<file path="config.mk">
export PLATFORM = sky130hd
export DESIGN_NAME = perf_count_ctrl
export DESIGN_NICKNAME = d
export VERILOG_FILES = /design/src/rtl/perf_count_ctrl.sv
export SDC_FILE = /design/constraint.sdc
export NUM_CORES = 1
export LEC_CHECK = 0
export BUFFER_PORTS_ARGS = -buffer_cell sky130_fd_sc_hd__buf_2
export CORE_MARGIN = 2
export CORE_UTILIZATION = 30
export CTS_BUF_LIST = sky130_fd_sc_hd__clkbuf_8
export DETAILED_ROUTE_END_ITERATION = 12
export GPL_TIMING_DRIVEN = 0
export PLACE_DENSITY = 0.48
export SETUP_SLACK_MARGIN = 0.4
export SYNTH_ARGS = -nofsm -noshare
export SYNTH_HDL_FRONTEND = slang
export SYNTH_SLANG_ARGS = --single-unit
</file>
<file path="constraint.sdc">
create_clock -name clock -period 1.8 [get_ports clock]
set_clock_uncertainty 0.05 [all_clocks]
set_input_delay 0 -clock clock [delete_from_list [all_inputs] [get_ports clock]]
set_output_delay 0 -clock clock [all_outputs]
set_load 0.02 [all_outputs]
</file>
<file path="src/rtl/perf_count_ctrl.sv">
// Profiling controller: arms, counts cycles/instructions/stalls between start and halt, then reads results out.
// Optional macro PERF_SATURATE_EN makes counters saturate at all-ones instead of wrapping.
module perf_count_ctrl #(
  parameter int CNT_W = 16
) (
  input  logic             clock,
  input  logic             reset,
  input  logic             arm,
  input  logic             start,
  input  logic             halt,
  input  logic             instr_retire,
  input  logic             stall,
  input  logic             rd_ready,
  output logic             rd_valid,
  output logic [1:0]       rd_idx,
  output logic [CNT_W-1:0] rd_data,
  output logic             busy,
  output logic             done,
  output logic             overflow
);

  typedef enum logic [2:0] {IDLE, ARMED, COUNTING, STOPPED, READOUT} state_t;

  localparam logic [CNT_W-1:0] ONE_N = 1;
  localparam logic [CNT_W:0]   ONE_W = 1;

  state_t           state, state_next;
  logic [CNT_W-1:0] cyc_cnt, ins_cnt, stl_cnt;
  logic [CNT_W:0]   cyc_inc, ins_inc, stl_inc;

  // Top bit of the result flags an increment attempted at all-ones.
  function automatic logic [CNT_W:0] bump(input logic [CNT_W-1:0] v);
`ifdef PERF_SATURATE_EN
    bump = (&v) ? {1'b1, v} : {1'b0, v + ONE_N};
`else
    bump = {1'b0, v} + ONE_W;
`endif
  endfunction

  assign cyc_inc = bump(cyc_cnt);
  assign ins_inc = bump(ins_cnt);
  assign stl_inc = bump(stl_cnt);

  always_ff @(posedge clock) begin
    if (reset) state <= IDLE;
    else       state <= state_next;
  end

  always_comb begin
    state_next = state;
    case (state)
      IDLE:     if (arm)   state_next = ARMED;
      ARMED:    if (start) state_next = COUNTING;
      COUNTING: if (halt)  state_next = STOPPED;
      STOPPED:             state_next = READOUT;
      READOUT:  if (rd_ready && rd_idx == 2'd2) state_next = IDLE;
      default:             state_next = IDLE;
    endcase
  end

  always_ff @(posedge clock) begin
    if (reset) begin
      cyc_cnt  <= '0;
      ins_cnt  <= '0;
      stl_cnt  <= '0;
      rd_idx   <= 2'd0;
      done     <= 1'b0;
      overflow <= 1'b0;
    end else begin
      case (state)
        IDLE: begin
          if (arm) begin
            cyc_cnt  <= '0;
            ins_cnt  <= '0;
            stl_cnt  <= '0;
            done     <= 1'b0;
            overflow <= 1'b0;
          end
        end
        COUNTING: begin
          cyc_cnt <= cyc_inc[CNT_W-1:0];
          if (instr_retire) ins_cnt <= ins_inc[CNT_W-1:0];
          if (stall)        stl_cnt <= stl_inc[CNT_W-1:0];
          if (cyc_inc[CNT_W] || (instr_retire && ins_inc[CNT_W]) || (stall && stl_inc[CNT_W]))
            overflow <= 1'b1;
          if (halt) done <= 1'b1;
        end
        STOPPED: rd_idx <= 2'd0;
        READOUT: begin
          if (rd_ready) rd_idx <= (rd_idx == 2'd2) ? 2'd0 : rd_idx + 2'd1;
        end
        default: ;
      endcase
    end
  end

  assign rd_valid = (state == READOUT);
  assign busy     = (state != IDLE);

  always_comb begin
    rd_data = '0;
    if (state == READOUT) begin
      case (rd_idx)
        2'd0:    rd_data = cyc_cnt;
        2'd1:    rd_data = ins_cnt;
        default: rd_data = stl_cnt;
      endcase
    end
  end

endmodule

</file>
After elaboration in Yosys (flattened, before gate mapping)
Index checks and enable logic that the tools add are counted.

Logic and storage cells: 63. Bits in registers: 55.

Add/sub/neg operators: 4. Reduce and logical (&&, ||, !) cells: 17. Equality and inequality tests: 14. Multiplexer cells: 21.

Operator list (count): case mux 16 bit (2 select lines) (4); two-way mux 16 bit (4); adder 16 x 1 -> 17 bit, second input constant (3); case mux 3 bit (5 select lines) (1); inequality test 2 bit, second input constant (7); two-way mux 3 bit (4); AND reduction 3 bit (4); equality test 3 x 2 -> 1 bit, second input constant (2); two-way mux 2 bit (2); case mux 1 bit (2 select lines) (2); case mux 2 bit (2 select lines) (1); AND reduction 2 bit (2); AND reduction 4 bit (1); nonzero test 2 bit (2); equality test 3 x 1 -> 1 bit, second input constant (1); equality test 3 bit, second input constant (1); logical AND 1 bit (3); logical NOT 3 bit (1); two-way mux 1 bit (3); nonzero test 3 bit (1); adder 2 x 1 -> 2 bit, second input constant (1); equality test 2 x 1 -> 1 bit, second input constant (1); equality test 2 bit, second input constant (1); logical NOT 2 bit (1); other kinds (2) (3).

Depth between registers and ports, before layout
Depth after elaboration: 6. Gate-level depth with buffers: 8. Gate-level depth less buffers: 5.

Worst setup path after synthesis
OpenSTA, ideal clock, no wires.

Kind: register to register. From: register state[1]. To: register state[0]. Stages on the path, launching flop included: 9. Data arrival time: 1.725 ns. Setup time: 0.130 ns. Setup slack: -0.106 ns. Buffers on the path: 3. Cells stage by stage: dfxtp_1 buf_4 buf_2 or3b_2 buf_2 inv_1 o21ai_0 a22oi_1 nor3_1.

Longest elaborated chain between the ends: 3. Elaborated cells on any way between the ends: 11. Those cells by class: eq/ne (8); mux (1); reduce/logical (2).

Ends and longest elaborated chain: start: declaration (line 27) `state_t state, state_next;`; start signal: assignment (line 46) `else state <= state_next;`; equality test 3 bit *; net rd_valid (line 14) `output logic rd_valid,`; inequality test 2 x 1 -> 1 bit (no line); AND reduction 4 bit (no line).

The timed path passes the listed nets; every way through them passes the cells marked *. A chain may end at the register's enable or synchronous reset.

Worst setup path after layout
From: register state[1]. To: register ins_cnt[11].

Longest elaborated chain between the ends: 3. Elaborated cells on any way between the ends: 7. Those cells by class: eq/ne (3); mux (1); reduce/logical (3).

Ends and longest elaborated chain: equality test 3 x 2 -> 1 bit / logical NOT 3 bit (equally long branches) (line 70) `case (state)`; inequality test 2 bit (no line) / nonzero test 2 bit (equally long branches); AND reduction 3 bit (no line); end signal: assignment (line 82) `if (instr_retire) ins_cnt <= ins_inc[CNT_W-1:0];`; end: declaration (line 28) `logic [CNT_W-1:0] cyc_cnt, ins_cnt, stl_cnt;`.

Parallel ways exist; a longest one is shown, timed or not.

==> results.md <==
- For the worst setup path, the data arrival time is 2.03 ns.
- The synthesis-to-finish area growth is 67.6%.
- The post-synthesis cell count is 396.
- By startpoint and endpoint, the worst setup path is classified as register to register.
- The capture point of the worst reg-to-reg path is ins_cnt[11]$_SDFFE_PP0P_.
- The number of input and output port buffers inserted is 29.
- The net switching power is 0.704 mW.
- The end of the worst hold path is rd_idx[0]$_SDFFE_PP0P_.
- The number of H-tree levels is 2.
- Net switching is 27.5% of the power.
- STA classifies the critical path startpoint as a register.
- Of all nets on the critical path, the largest fanout is 6.
- The share of post-route cells with drive strength above 1 is 50.4%.
- At the end of the flow, the number of nets in the layout was 510.
- The detail route stage leaves a number of antenna-violating nets equal to 0.
- The clock transition at the registers of the reported paths is 0.10 ns.
- The violation count after the first detailed-route iteration is 136.
- The dominant register cell in the synthesized netlist is sky130_fd_sc_hd__dfxtp_1.
- Setup repair after global routing could not meet its margin everywhere.
- The fraction of power consumed by combinational cells is 21.7%.
- The number of register bits inferred by synthesis is 55.
- In the post-route analysis, the smallest setup slack over all paths is -0.0771 ns.
- The synthesized area is 3160 sq um.
- Sequential cells account for 47.9% of the total power.
- The tree is rooted in a sky130_fd_sc_hd__clkbuf_8.
- Summing all multi-input logic gate instances after layout gives 2580 sq um.
- The total wirelength of the detailed-routed design is 11200 um.
- The share of total power dissipated in the clock network is 30.3%.
- The final reports fail on setup timing.
- The initial utilization of the core area, before any placement, comes to 30.8%.
- The max-capacitance violation count is 0.
- The net count after synthesis is 407.
- After detailed routing, the average wire length per cell comes to 17.7 um.
- The floorplan step set the die height to 107 um.
- The row count is 37.
- The final weighted congestion in routability-driven placement is 0.784.
- The number of diodes added for antenna fixing is 0.
- Cell internal power was estimated by the tool at 1.86 mW.
- The synthesized design spends more area on one cell type than any other, namely sky130_fd_sc_hd__dfxtp_1.
- The die covers 11400 sq um.
- The run finished, with violations left.
- The number of placed I/O pins is 30.
- The average footprint of a synthesized cell is 7.98 sq um.
- The post-route worst hold slack is 0.0363 ns.
- The number of global-route vias before repair is 3170.
- The area used by sequential logic in the layout is 1140 sq um.
- The worst slack at placement is -0.201 ns.
- The worst hold path stage count is 4.
- The maximum root-to-sink buffer count is 2.
- The distinct cell type count after synthesis is 55.
- The minimum setup slack among reg-to-reg paths is -0.08 ns.
- The maximum number of pins on one net before global-route repair is 16.
- The startpoint identified for the worst register-to-register timing path is state[1]$_SDFFE_PP0P_.
- The tightest min-delay check is of the input pin to register type.
- The cell depth of the worst flop-to-flop path is 9.
- The post-detailed-placement half-perimeter wirelength is 7150 um.
- The worst voltage drop across the vdd grid is 0.297 mV.
- The worst hold path begins at rd_ready.
- Summed over all cells, the static leakage comes to 1.78 nW.
- In this run, synthesis inferred 0 flip-flops with an integrated enable.
- After detailed routing, the number of vias per cell comes to 5.34.
- The global-route wire length before repair is 17200 um.
- After synthesis, the largest area contributor takes up 34.8% of total cell area.
- After detailed routing, the number of remaining DRC violations is 0.
- The final period utilization is 104%.
- The number of max-slew violations in the final report is 0.
- The number of warnings reported in the yosys synthesis log is 0.
- The clock reaches the later pin of the worst-skew pair after 0.32 ns.
- The hold violation count in the final report is 0.
- Setup violations remaining at the end of the flow were counted as 40.
- The CTS tree is yes.
- In this run, CTS created clock tree buffers numbering 5.
- The number of clock sinks is 55.
- The sequential cell area fraction in the yosys report is 34.8%.
- In the post-synthesis netlist, the biggest area contributors are sky130_fd_sc_hd__dfxtp_1, sky130_fd_sc_hd__a21oi_1, sky130_fd_sc_hd__nor2_1, sky130_fd_sc_hd__mux2i_1, sky130_fd_sc_hd__nand2_1.
- The total power divided by cell area is 484 nW/um^2.
- The first TritonRoute pass finished after 4 iterations.
- The total negative slack for setup checks is -1.91 ns.
- The critical path required time is 1.95 ns.
- The overall track demand over capacity in global routing is 19.3%.
- The relative max-transition margin is 46.5%.
- The total overflow reported by the global router is 0.
- The slew of the pin with the lowest slew margin is 0.802 ns.
- The number of inserted filler cells in the final layout is 974.
- After layout, the minimum clock period comes to 1.88 ns.
- The core footprint is 10300 sq um.
- Counting instances in the post-synthesis netlist gives the leading cell types as sky130_fd_sc_hd__dfxtp_1, sky130_fd_sc_hd__nor2_1, sky130_fd_sc_hd__a21oi_1.
- The overall die width is 107 um.
- The initial antenna violation count came to 0.
- The endpoint class of the critical path is a register.
- The routed layout has 3395 vias.
- For this run, asynchronously set or reset flops after synthesis account for 0%.
- Timing would allow up to 0.533 GHz.
routing by layer:
metal	share of wire [%]	global-route usage, %	up-vias	routed length [um]
li1	-	-	1666	-
met1	48	27.6	1677	5380
met2	49	30.9	42	5450
met3	2.6	2.61	10	289
met4	0.98	4.27	0	110
met5	0	0	-	0
critical path: stages, from the launching register on:
cell	delay [ns]
sky130_fd_sc_hd__dfxtp_2	0.34
sky130_fd_sc_hd__buf_8	0.13
sky130_fd_sc_hd__buf_6	0.11
sky130_fd_sc_hd__or4b_4	0.52
sky130_fd_sc_hd__buf_6	0.16
sky130_fd_sc_hd__nand2b_4	0.07
sky130_fd_sc_hd__buf_6	0.12
sky130_fd_sc_hd__buf_12	0.12
sky130_fd_sc_hd__buf_6	0.10
sky130_fd_sc_hd__a21oi_1	0.04
worst max path at each step:
stage	slack (ns)	end	startpoint
CTS	-0.09	rd_data[1]	state[1]$_SDFFE_PP0P_
detailed placement	-0.20	ins_cnt[5]$_SDFFE_PP0P_	state[2]$_SDFFE_PP0P_
global placement	-0.18	stl_cnt[5]$_SDFFE_PP0P_	state[2]$_SDFFE_PP0P_
global route	-0.14	rd_data[13]	state[1]$_SDFFE_PP0P_
floorplan	0.06	cyc_cnt[11]$_SDFFE_PP0P_	state[0]$_SDFFE_PP0P_
finish	-0.08	ins_cnt[11]$_SDFFE_PP0P_	state[1]$_SDFFE_PP0P_
registers in the layout (all words and copies together) (netlist names):
signal,cells
done,1
overflow,1
rd_idx,2
state,3
stl_cnt,16
ins_cnt,16
cyc_cnt,16
logic make-up after synthesis:
group	after synthesis	share of synthesized area, %
fa+ha+maj	3	1.19
mux	18	5.82
flops	55	34.8
xor+xnor	13	3.60
buf+inv	35	5.11
compound gates	100	19.6
simple gates	172	29.8
power by group through the flow:
stage / clock (mW) / sequential, mW / combinational, mW
finish: 0.778 / 1.23 / 0.558
global route: 0.865 / 1.23 / 0.581
CTS: 0.809 / 1.23 / 0.419
detailed placement: 0 / 1.26 / 0.220
global placement: 0 / 1.26 / 0.218
floorplan: 0 / 1.26 / 0.149
layout make-up:
| class | instances | area share [%] |
|---|---|---|
| sequential | 55 | 21.5 |
| clock buffer | 7 | 1.82 |
| tap | 136 | 3.21 |
| buffer | 25 | 5.36 |
| timing repair buffer | 96 | 18.3 |
| clock inverter | 1 | 0.0709 |
| inverter | 10 | 1.02 |
| multi-input combinational | 306 | 48.7 |
through the flow:
stage                     cells  util [%]  total power [mW]  area (sq um)
after floorplan             396         -              1.41          3430
after global placement      561      36.4              1.48          3740
after detailed placement    561      36.4              1.48          3740
after CTS                   608      45.3              2.46          4650
after global routing        636      51.5              2.68          5300
final                       636      51.5              2.56          5300
cells in the final DEF (no fill, tap or decap), types with 5 or more instances in the layout:
master / instances
sky130_fd_sc_hd__a21oi_1: 23
sky130_fd_sc_hd__dfxtp_2: 12
sky130_fd_sc_hd__clkbuf_8: 7
sky130_fd_sc_hd__o31ai_1: 6
sky130_fd_sc_hd__xnor2_1: 9
sky130_fd_sc_hd__or4_4: 6
sky130_fd_sc_hd__a21oi_2: 18
sky130_fd_sc_hd__or3_4: 5
sky130_fd_sc_hd__nor2_2: 9
sky130_fd_sc_hd__mux2i_1: 14
sky130_fd_sc_hd__buf_6: 42
sky130_fd_sc_hd__buf_2: 12
sky130_fd_sc_hd__nand4_1: 8
sky130_fd_sc_hd__nand2_4: 5
sky130_fd_sc_hd__nand2_1: 17
sky130_fd_sc_hd__o21ai_0: 12
sky130_fd_sc_hd__buf_12: 6
sky130_fd_sc_hd__buf_8: 8
sky130_fd_sc_hd__a211oi_4: 6
sky130_fd_sc_hd__nor2b_1: 5
sky130_fd_sc_hd__nand3_1: 13
sky130_fd_sc_hd__nor2_4: 16
sky130_fd_sc_hd__buf_4: 37
sky130_fd_sc_hd__dfxtp_4: 6
sky130_fd_sc_hd__nor2_1: 30
sky130_fd_sc_hd__or3_1: 9
sky130_fd_sc_hd__inv_1: 9
sky130_fd_sc_hd__dfxtp_1: 37
timing repair:
item,in CTS,in global routing
endpoints found under the hold margin,4,0
endpoints found under the setup margin,72,73
resized for setup,118,96
gates cloned,3,2
hold buffers,3,0
setup buffers,33,26
pin swaps,23,36
Power figures use the tool's default switching activity.
